### src/rtl/retire_unit_pkg.sv
// pipTypes: shared types for the commit stage.
//   rob_entry_t    - one reorder-buffer entry as presented at the ROB head window
//   retire_state_t - store-commit state of the retire unit
package pipTypes;

  typedef struct packed {
    logic        dest_reg_valid;
    logic [4:0]  dest_reg;
    logic [31:0] result_lo;
    logic        is_store;
    logic [31:0] store_addr;
    logic [31:0] store_data;
    logic [3:0]  store_be;
  } rob_entry_t;

  typedef enum logic [0:0] {
    RS_RUN,
    RS_STORE_WAIT
  } retire_state_t;

endpackage

### src/rtl/retire_unit_select.sv
// retire_select: combinational prefix finder for the ROB head window.
//   slot_data_i/slot_valid_i/slot_kill_i - head window, slot 0 oldest
//   empty_i                              - ROB empty
//   n_o                                  - length of the eligible retire prefix
//   we_mask_o                            - register-file write enables for that prefix,
//                                          older same-dest writes suppressed
module retire_select
  import pipTypes::*;
#(
  parameter int unsigned EXT_COUNT    = 4,
  parameter int unsigned EXTCOUNTLOG2 = $clog2(EXT_COUNT)
) (
  input  rob_entry_t [EXT_COUNT-1:0] slot_data_i,
  input  logic [EXT_COUNT-1:0]       slot_valid_i,
  input  logic [EXT_COUNT-1:0]       slot_kill_i,
  input  logic                       empty_i,
  output logic [EXTCOUNTLOG2:0]      n_o,
  output logic [EXT_COUNT-1:0]       we_mask_o
);

  logic                 stop;
  logic [EXT_COUNT-1:0] in_prefix;
  logic [EXT_COUNT-1:0] we_cand;
  logic                 unused_store_fields;

  // A non-killed store can only retire from slot 0 (via the store handshake),
  // so one found deeper in the window ends the prefix.
  always_comb begin
    stop      = 1'b0;
    n_o       = '0;
    in_prefix = '0;
    for (int i = 0; i < EXT_COUNT; i++) begin
      if (!slot_valid_i[i] || empty_i ||
          ((i > 0) && !slot_kill_i[i] && slot_data_i[i].is_store)) begin
        stop = 1'b1;
      end
      if (!stop) begin
        in_prefix[i] = 1'b1;
        n_o          = n_o + 1'b1;
      end
    end
  end

  // Only the youngest write to a given register in the group survives.
  always_comb begin
    we_cand   = '0;
    we_mask_o = '0;
    for (int j = 0; j < EXT_COUNT; j++) begin
      we_cand[j] = in_prefix[j] && !slot_kill_i[j] && slot_data_i[j].dest_reg_valid &&
                   (slot_data_i[j].dest_reg != 5'd0);
    end
    for (int j = 0; j < EXT_COUNT; j++) begin
      we_mask_o[j] = we_cand[j];
      for (int k = j + 1; k < EXT_COUNT; k++) begin
        if (we_cand[k] && (slot_data_i[k].dest_reg == slot_data_i[j].dest_reg)) begin
          we_mask_o[j] = 1'b0;
        end
      end
    end
  end

  always_comb begin
    unused_store_fields = 1'b0;
    for (int i = 0; i < EXT_COUNT; i++) begin
      unused_store_fields = unused_store_fields ^
                            (^{slot_data_i[i].store_addr, slot_data_i[i].store_data,
                               slot_data_i[i].store_be});
    end
  end

endmodule

### src/rtl/retire_unit.sv
// retire_unit: in-order commit stage below the reorder buffer.
//   clock/reset                          - clock, synchronous active-high reset
//   slot_data/slot_valid/slot_kill/empty - ROB head window, slot 0 oldest
//   consume/consume_count                - combinational retire request (count = n-1)
//   rf_we/rf_waddr/rf_wdata              - registered register-file write ports
//   sb_valid/sb_ready/sb_addr/sb_data/sb_be - one-at-a-time store commit handshake
//   retired_total                        - wrapping count of non-killed retirements
// Optional (macro RETIRE_PERF_EN): killed_total, store_stall_cycles counters.
module retire_unit
  import pipTypes::*;
#(
  parameter int unsigned EXT_COUNT    = 4,
  parameter int unsigned EXTCOUNTLOG2 = $clog2(EXT_COUNT)
) (
  input  logic                          clock,
  input  logic                          reset,
  input  rob_entry_t [EXT_COUNT-1:0]    slot_data,
  input  logic [EXT_COUNT-1:0]          slot_valid,
  input  logic [EXT_COUNT-1:0]          slot_kill,
  input  logic                          empty,
  output logic                          consume,
  output logic [EXTCOUNTLOG2-1:0]       consume_count,
  output logic [EXT_COUNT-1:0]          rf_we,
  output logic [EXT_COUNT-1:0][4:0]     rf_waddr,
  output logic [EXT_COUNT-1:0][31:0]    rf_wdata,
  output logic                          sb_valid,
  input  logic                          sb_ready,
  output logic [31:0]                   sb_addr,
  output logic [31:0]                   sb_data,
  output logic [3:0]                    sb_be,
`ifdef RETIRE_PERF_EN
  output logic [31:0]                   killed_total,
  output logic [31:0]                   store_stall_cycles,
`endif
  output logic [31:0]                   retired_total
);

  retire_state_t               state_q, state_d;
  logic [EXTCOUNTLOG2:0]       n_sel, n_m1, live_cnt, killed_cnt;
  logic [EXT_COUNT-1:0]        we_sel;
  logic                        start_store, retire_run, store_done;

  logic [EXT_COUNT-1:0]        rf_we_q, rf_we_d;
  logic [EXT_COUNT-1:0][4:0]   rf_waddr_q, rf_waddr_d;
  logic [EXT_COUNT-1:0][31:0]  rf_wdata_q, rf_wdata_d;
  logic                        sb_valid_q, sb_valid_d;
  logic [31:0]                 sb_addr_q, sb_addr_d, sb_data_q, sb_data_d;
  logic [3:0]                  sb_be_q, sb_be_d;
  logic [31:0]                 retired_total_q, retired_total_d;

  retire_select #(
    .EXT_COUNT    (EXT_COUNT),
    .EXTCOUNTLOG2 (EXTCOUNTLOG2)
  ) u_select (
    .slot_data_i  (slot_data),
    .slot_valid_i (slot_valid),
    .slot_kill_i  (slot_kill),
    .empty_i      (empty),
    .n_o          (n_sel),
    .we_mask_o    (we_sel)
  );

  assign start_store = !empty && slot_valid[0] && !slot_kill[0] && slot_data[0].is_store;
  assign n_m1        = n_sel - 1'b1;

  // FSM next state and retire decision.
  always_comb begin
    state_d       = state_q;
    consume       = 1'b0;
    consume_count = '0;
    retire_run    = 1'b0;
    store_done    = 1'b0;
    if (!reset) begin
      unique case (state_q)
        RS_RUN: begin
          if (start_store) begin
            state_d = RS_STORE_WAIT;
          end else if (n_sel != '0) begin
            consume       = 1'b1;
            consume_count = n_m1[EXTCOUNTLOG2-1:0];
            retire_run    = 1'b1;
          end
        end
        RS_STORE_WAIT: begin
          if (sb_ready) begin
            consume    = 1'b1;
            store_done = 1'b1;
            state_d    = RS_RUN;
          end
        end
        default: state_d = RS_RUN;
      endcase
    end
  end

  // Per-group tallies over the retiring prefix.
  always_comb begin
    live_cnt   = '0;
    killed_cnt = '0;
    for (int i = 0; i < EXT_COUNT; i++) begin
      if ((EXTCOUNTLOG2+1)'(i) < n_sel) begin
        if (slot_kill[i]) killed_cnt = killed_cnt + 1'b1;
        else              live_cnt   = live_cnt + 1'b1;
      end
    end
  end

  always_comb begin
    rf_we_d    = retire_run ? we_sel : '0;
    rf_waddr_d = rf_waddr_q;
    rf_wdata_d = rf_wdata_q;
    for (int i = 0; i < EXT_COUNT; i++) begin
      if (retire_run && ((EXTCOUNTLOG2+1)'(i) < n_sel)) begin
        rf_waddr_d[i] = slot_data[i].dest_reg;
        rf_wdata_d[i] = slot_data[i].result_lo;
      end
    end

    sb_valid_d = sb_valid_q;
    sb_addr_d  = sb_addr_q;
    sb_data_d  = sb_data_q;
    sb_be_d    = sb_be_q;
    if (state_q == RS_RUN && start_store && !reset) begin
      sb_valid_d = 1'b1;
      sb_addr_d  = slot_data[0].store_addr;
      sb_data_d  = slot_data[0].store_data;
      sb_be_d    = slot_data[0].store_be;
    end else if (store_done) begin
      sb_valid_d = 1'b0;
    end

    retired_total_d = retired_total_q;
    if (retire_run)      retired_total_d = retired_total_q + 32'(live_cnt);
    else if (store_done) retired_total_d = retired_total_q + 32'd1;
  end

  always_ff @(posedge clock) begin
    if (reset) begin
      state_q         <= RS_RUN;
      rf_we_q         <= '0;
      rf_waddr_q      <= '0;
      rf_wdata_q      <= '0;
      sb_valid_q      <= 1'b0;
      sb_addr_q       <= '0;
      sb_data_q       <= '0;
      sb_be_q         <= '0;
      retired_total_q <= '0;
    end else begin
      state_q         <= state_d;
      rf_we_q         <= rf_we_d;
      rf_waddr_q      <= rf_waddr_d;
      rf_wdata_q      <= rf_wdata_d;
      sb_valid_q      <= sb_valid_d;
      sb_addr_q       <= sb_addr_d;
      sb_data_q       <= sb_data_d;
      sb_be_q         <= sb_be_d;
      retired_total_q <= retired_total_d;
    end
  end

  assign rf_we         = rf_we_q;
  assign rf_waddr      = rf_waddr_q;
  assign rf_wdata      = rf_wdata_q;
  assign sb_valid      = sb_valid_q;
  assign sb_addr       = sb_addr_q;
  assign sb_data       = sb_data_q;
  assign sb_be         = sb_be_q;
  assign retired_total = retired_total_q;

`ifdef RETIRE_PERF_EN
  logic [31:0] killed_total_q, killed_total_d;
  logic [31:0] store_stall_q, store_stall_d;

  always_comb begin
    killed_total_d = retire_run ? killed_total_q + 32'(killed_cnt) : killed_total_q;
    store_stall_d  = (state_q == RS_STORE_WAIT && !sb_ready) ? store_stall_q + 32'd1
                                                             : store_stall_q;
  end

  always_ff @(posedge clock) begin
    if (reset) begin
      killed_total_q <= '0;
      store_stall_q  <= '0;
    end else begin
      killed_total_q <= killed_total_d;
      store_stall_q  <= store_stall_d;
    end
  end

  assign killed_total       = killed_total_q;
  assign store_stall_cycles = store_stall_q;
`else
  logic unused_killed_cnt;
  assign unused_killed_cnt = ^killed_cnt;
`endif

endmodule
### config.mk
export PLATFORM = sky130hd
export DESIGN_NAME = retire_unit
export DESIGN_NICKNAME = d
export VERILOG_FILES = /design/src/rtl/retire_unit_pkg.sv /design/src/rtl/retire_unit_select.sv /design/src/rtl/retire_unit.sv
export SDC_FILE = /design/constraint.sdc
export NUM_CORES = 1
export LEC_CHECK = 0
export BUFFER_PORTS_ARGS = -buffer_cell sky130_fd_sc_hd__buf_2
export CAP_MARGIN = 10
export CORE_AREA = 2 2 272 274
export DETAILED_ROUTE_END_ITERATION = 8
export DIE_AREA = 0 0 274 276
export HOLD_SLACK_MARGIN = 0.03
export MAX_ROUTING_LAYER = met4
export PLACE_DENSITY = 0.44
export SLEW_MARGIN = 20
export SYNTH_ARGS = -nofsm -noshare
export SYNTH_HDL_FRONTEND = slang
export SYNTH_SLANG_ARGS = --single-unit
### constraint.sdc
create_clock -name clock -period 7.85 [get_ports clock]
set_clock_uncertainty 0.05 [all_clocks]
set_input_delay 0 -clock clock [delete_from_list [all_inputs] [get_ports clock]]
set_output_delay 0 -clock clock [all_outputs]
set_load 0.005 [all_outputs]
==> Word level (Yosys, flattened, before mapping) <==
Index checks and enable logic that the tools add are counted.
{ "totals": {"in_bits": 440, "register_bits": 254, "output_inout_bits": 256} }
{ "classes": {"n_eq_ne": 6, "mux": 40, "add_sub_neg": 9, "n_lt_le_gt_ge": 4, "n_reduce_logical": 58, "n_bitwise": 2} }
{ "op_table": {"columns": ["op", "count"], "rows": [
  ["two-way mux 32 bit", 2],
  ["adder 32 x 1 -> 32 bit, second input constant", 1],
  ["adder 32 x 3 -> 32 bit", 1],
  ["equality test 5 bit", 6],
  ["logical AND 1 bit", 30],
  ["two-way mux 3 bit", 9],
  ["two-way mux 1 bit", 23],
  ["nonzero test 5 bit", 4],
  ["adder 3 x 1 -> 3 bit, second input constant", 5],
  ["logical NOT 1 bit", 10],
  ["two-way mux 2 bit", 4],
  ["logical OR 1 bit", 7],
  ["less-than comparator 1 x 3 -> 1 bit, first input constant", 2],
  ["less-than comparator 2 x 3 -> 1 bit, first input constant", 2],
  ["OR reduction 5 bit", 1],
  ["case mux 1 bit (2 select lines)", 2],
  ["nonzero test 2 bit", 2],
  ["OR reduction 4 bit", 1],
  ["nonzero test 3 bit", 1],
  ["OR reduction 3 bit", 1],
  ["adder 1 x 1 -> 2 bit, second input constant", 1],
  ["inverter 1 bit", 2],
  ["OR reduction 2 bit", 1],
  ["subtractor 2 x 1 -> 2 bit, second input constant", 1]
]} }

==> Longest topological paths before layout <==
{ "logic_depth": {"ltp_word": 23, "depth_mapped": 20, "depth_no_buf": 19} }

==> Cells and area by module <==
Synthesis repeated with hierarchy kept, for this count alone.
{ "hier_totals": {"cells_unflattened": 1257, "hier_area_um2": 10085.9} }
{ "by_module_without_submodules": {"columns": ["module", "area_per_inst_um2", "cells_each", "instances", "seq_area_each_um2"], "rows": [
  ["retire_unit", 9497.9, 1184, 1, 5084.9],
  ["retire_select", 588.1, 73, 1, 0.0]
]} }

==> Worst setup path after synthesis <==
Ideal clock, no wire load.
{ "synth_path": {"kind": "input port to flip-flop", "startpoint": "in slot_data[282] in the netlist's numbering", "endpoint": "reg retired_total_q[31], in the netlist retired_total[31]", "arrival_time_ns": 3.656, "path_stages": 17, "path_buffers": 1, "setup_slack_ns": 4.074, "path_cell_list": "inv_1 > o21ai_0 > a31oi_1 > ha_1 > a41oi_1 > xnor2_1 > o21ai_0 > ha_1 > mux2_2 > and2_1 > ha_1 > nand3_1 > a21bo_2 > or4_1 > clkbuf_2 > or4_1 > a21oi_1"} }
{ "synth_between": {"elab_chain_cells": 19, "elab_cells_between_ends": 29, "cone_classes": "5 x add/sub; 4 x order compare; 16 x mux; 4 x reduce/logical"} }
{ "synth_lines": {"columns": ["element", "line", "rtl"], "rows": [
  ["start, declared", "retire_unit.sv:17", "input rob_entry_t [EXT_COUNT-1:0] slot_data,"],
  ["logical AND 1 bit (*)", "retire_unit_select.sv:34", "((i > 0) && !slot_kill_i[i] && slot_data_i[i].is_store)) begin"],
  ["logical OR 1 bit (*)", "retire_unit_select.sv:33", "if (!slot_valid_i[i] || empty_i ||"],
  ["two-way mux 1 bit (*)", "retire_unit_select.sv:33", null],
  ["two-way mux 3 bit", "retire_unit_select.sv:37", "if (!stop) begin"],
  ["adder 3 x 1 -> 3 bit", "retire_unit_select.sv:39", "n_o = n_o + 1'b1;"],
  ["two-way mux 3 bit (*)", "retire_unit_select.sv:37", null],
  ["less-than comparator 1 x 3 -> 1 bit", "retire_unit.sv:101", "if ((EXTCOUNTLOG2+1)'(i) < n_sel) begin"],
  ["two-way mux 1 bit", "retire_unit.sv:101", null],
  ["(+3 left out)", null, null],
  ["adder 3 x 1 -> 3 bit", "retire_unit.sv:103", "else live_cnt = live_cnt + 1'b1;"],
  ["two-way mux 3 bit", "retire_unit.sv:102", "if (slot_kill[i]) killed_cnt = killed_cnt + 1'b1;"],
  ["two-way mux 3 bit", "retire_unit.sv:101", null],
  ["adder 3 x 1 -> 3 bit", "retire_unit.sv:103", null],
  ["two-way mux 3 bit", "retire_unit.sv:102", null],
  ["two-way mux 3 bit", "retire_unit.sv:101", null],
  ["adder 32 x 3 -> 32 bit", "retire_unit.sv:133", "if (retire_run) retired_total_d = retired_total_q + 32'(live_cnt);"],
  ["two-way mux 32 bit", "retire_unit.sv:133", null],
  ["end signal, assigned", "retire_unit.sv:157", "retired_total_q <= retired_total_d;"],
  ["end, declared", "retire_unit.sv:49", "logic [31:0] retired_total_q, retired_total_d;"]
]} }
Mark *: on every way between the ends. The rest lies on a longest branch, timed or not.
A chain may end at the register's enable or synchronous reset.

==> Final worst setup path <==
{ "layout_path": {"startpoint": "in slot_kill[2]", "endpoint": "reg retired_total_q[31], in the netlist retired_total[31]"} }
{ "layout_between": {"elab_chain_cells": 20, "elab_cells_between_ends": 30, "cone_classes": "5 x add/sub; 4 x order compare; 16 x mux; 5 x reduce/logical"} }
{ "layout_lines": {"columns": ["element", "line", "rtl"], "rows": [
  ["start, declared", "retire_unit.sv:19", "input logic [EXT_COUNT-1:0] slot_kill,"],
  ["logical NOT 1 bit", "retire_unit_select.sv:34", null],
  ["logical AND 1 bit", "retire_unit_select.sv:34", null],
  ["logical OR 1 bit", "retire_unit_select.sv:33", null],
  ["two-way mux 1 bit", "retire_unit_select.sv:33", null],
  ["two-way mux 3 bit", "retire_unit_select.sv:37", null],
  ["adder 3 x 1 -> 3 bit", "retire_unit_select.sv:39", null],
  ["two-way mux 3 bit", "retire_unit_select.sv:37", null],
  ["less-than comparator 1 x 3 -> 1 bit", "retire_unit.sv:101", null],
  ["(+4 left out)", null, null],
  ["adder 3 x 1 -> 3 bit", "retire_unit.sv:103", null],
  ["two-way mux 3 bit", "retire_unit.sv:102", null],
  ["two-way mux 3 bit", "retire_unit.sv:101", null],
  ["adder 3 x 1 -> 3 bit", "retire_unit.sv:103", null],
  ["two-way mux 3 bit", "retire_unit.sv:102", null],
  ["two-way mux 3 bit", "retire_unit.sv:101", null],
  ["adder 32 x 3 -> 32 bit", "retire_unit.sv:133", null],
  ["two-way mux 32 bit", "retire_unit.sv:133", null]
]} }
Parallel ways exist; a longest one is shown, timed or not.

==> flow_summary.ini <==
[placed_design]
place_area_mm2 = 0.01341
port_buffers = 491
hpwl_um = 33860
place_congestion = 0.7932
placed_cells = 2551

[pwr]
switching_power_uw = 755.7
powerDensity_mw_per_mm2 = 190.2
pwr-share-seq_pct = 40.1
leakage_nw = 7.540
p_sw_share_pct = 22.94
p_clk_share_pct = 50.7
pwr-share-comb_pct = 9.2
p_int_mw = 2.539
ir_drop_uv = 190.6

[grt]
grt.busiest_layer = met2
grt-ovfl-total = 0
grt_pass1_vias = 11090
grt_max_degree = 81
antenna_found_initial = 14
track_usage_pct = 12.16
met2_usage_pct = 18.81
grt_pass1_wl_um = 67600
met3_usage_pct = 3.309
grt_util_met1_pct = 15.26

[cells_and_area]
syn_to_final_growth_pct = 74.66
drive_gt1_share_pct = 29.77
fillerInstances = 7916
stdcell_count = 2890
final_area_mm2 = 0.01733
fin_util_pct = 23.87
nNetsFinal = 2343

[synth]
yosysWarnings = 0
synth.avg_cell_area_um2 = 8.538
yosysTopAreaCell = dfxtp_1
synth.area.mux_share_pct = 7.681
netlist_area_mm2 = 0.009921
synthAdderAreaFrac_pct = 1.085
synth_flop_cell = dfxtp_1
synth-async-reset-ratio_pct = 0
synth_top_family_by_area = simple AND/OR/NAND/NOR gates
synth_xor_area_share_pct = 5.120
synth_area_leaders = dfxtp_1 51%, nand2_1 12%, mux2i_1 7.6%
syn_nets = 1610
ys_seq_area_share_pct = 51.25
yosys-top-cells-count = 309 x nand2_1, 254 x dfxtp_1, 117 x nor2_1
yosys.area_share.simple_pct = 24.47
syn_inst = 1162
synth_edf_count = 0
synth_cell_types = 43
synth-compound-area-share_pct = 7.000
synth-seq-cells = 254
synth.top_cell.area_share_pct = 51.25
synth.most_common_cell = nand2_1

[run]
drv_cap = 0

[die]
die_h_um = 276
start_util_pct = 13.67
coreArea_mm2 = 0.07259
die_w_um = 274
io_pins = 696
rows = 99
die_area_mm2 = 0.07562

[route]
via_count = 10920
drtAntennaViolNets = 0
firstDrtPassIters = 6
drc = 0
wl_per_cell_um = 16.15
drt_iter0_markers = 389
finalWirelength_um = 46660
vias_per_cell = 3.780

[critical_path]
cp_max_fo = 7
criticalPathCategory = in2reg
endpoint_kind = flip-flop
cp.arrival_ps = 4920
required_ps = 8250
reg2reg_depth = 11
start_kind = input port

[run_status]
status = finished clean

[sta]
hold_slack_ps = 59.03
setup_tns_ps = 0
finalHoldViolations = 0
min_period_over_period_pct = 57.65
worst_slew_pin_slew_ps = 946.6
rsz0062_at_grt = no
min_period_ps = 4526
slew_violations = 0
max_slew_margin_pct = 36.41
setup_viol = 0
fmax_mhz = 221.0

[clock_network]
clk_latency_ps = 530
cts_tree = done
cts_made_buffers = 34
htree_levels = 2
postCtsSetupRepairBufs = 0
clkSlewWorstSetupHoldPaths_ps = 60
cts.sinks = 254
cts_root_buffer = clkbuf_16
cts_buffer_depth = 3

[worst_hold_path]
hp-class = in2reg
whs_path_depth = 6
==> worst paths after layout <==
| kind | from | endpoint | slack (ps) |
|---|---|---|---|
| max | slot_kill[2] | retired_total[31] | 3320 |
| min | slot_kill[0] | rf_we[0] | 60 |
| max reg2reg | state_q | retired_total[30] | 4160 |
| min reg2reg | rf_waddr[7] | rf_waddr[7] | 400 |
==> routing by layer <==
metal / vias to the layer above / routed length, um
li1: 5322 / -
met1: 5075 / 21290
met2: 449 / 20550
met3: 78 / 3424
met4: 0 / 1399
met5: - / 0
==> power groups by stage <==
stage | logic, mW | registers (mW) | clock network [mW]
3_5_place_dp | 0.211 | 1.35 | 0
5_1_grt | 0.330 | 1.32 | 1.80
6_report | 0.303 | 1.32 | 1.67
3_3_place_gp | 0.209 | 1.35 | 0
2_1_floorplan | 0.0757 | 1.35 | 0
4_1_cts | 0.306 | 1.32 | 1.74
==> through the flow <==
step	total power [mW]	setup slack, ps
after detailed placement	1.559	2914
final	3.295	3324
after global routing	3.449	2950
after global placement	1.556	2911
after floorplan	1.425	4074
after CTS	3.362	3055
==> sequential cells by signal (all words and copies together) (netlist names) <==
name           cells
retired_total     32
sb_be              4
sb_valid           1
rf_waddr          20
state_q            1
rf_we              4
rf_wdata         128
sb_data           32
sb_addr           32
==> cells by family after synthesis <==
logic type | after synthesis
buffers and inverters | 84
AND/OR/NAND/NOR | 549
multiplexers | 76
AO/OA/AOI/OAI | 133
XOR/XNOR | 58
flip-flops | 254
adder cells (fa/ha/maj) | 8
==> worst max-delay path, stage by stage <==
cell,delay [ps]
dlygate4sd3_1,550
buf_2,150
o21ai_0,440
a31oi_1,200
ha_1,340
a41oi_1,350
xnor2_1,100
o21ai_0,280
ha_1,290
mux2_2,310
and2_1,170
ha_1,270
nand3_1,90
a21bo_2,230
or4_1,560
or4_1,460
a21oi_1,120
==> area by class of cell <==
cell class	count	area (um2)	area share, %
timing repair buffer	770	5229	30.18
tap	959	1200	6.925
antenna	13	32.53	0.1877
clock buffer	49	1021	5.892
sequential	254	5085	29.35
inverter	11	41.29	0.2383
multi-input combinational	824	4538	26.19
clock inverter	10	181.4	1.047
==> cells in the final DEF, fill, tap and decap left out, types with 13 or more instances in the layout <==
cell / n
xor2_1: 28
nand2_1: 309
nand3b_1: 38
clkbuf_16: 37
xnor2_1: 30
nor3_1: 15
mux2i_1: 75
buf_2: 490
diode_2: 13
a21oi_1: 116
dlygate4sd3_1: 267
dfxtp_1: 254
nor2_1: 115
==> what timing repair did <==
| item | 4_1_cts | 5_1_grt |
|---|---|---|
| setup endpoints to repair | 0 | 0 |
| hold buffers | 267 | 0 |
| endpoints found under the hold margin | 234 | 0 |
| gates resized for setup | 0 | 0 |
No activity file was read; power rests on OpenSTA's default activity.
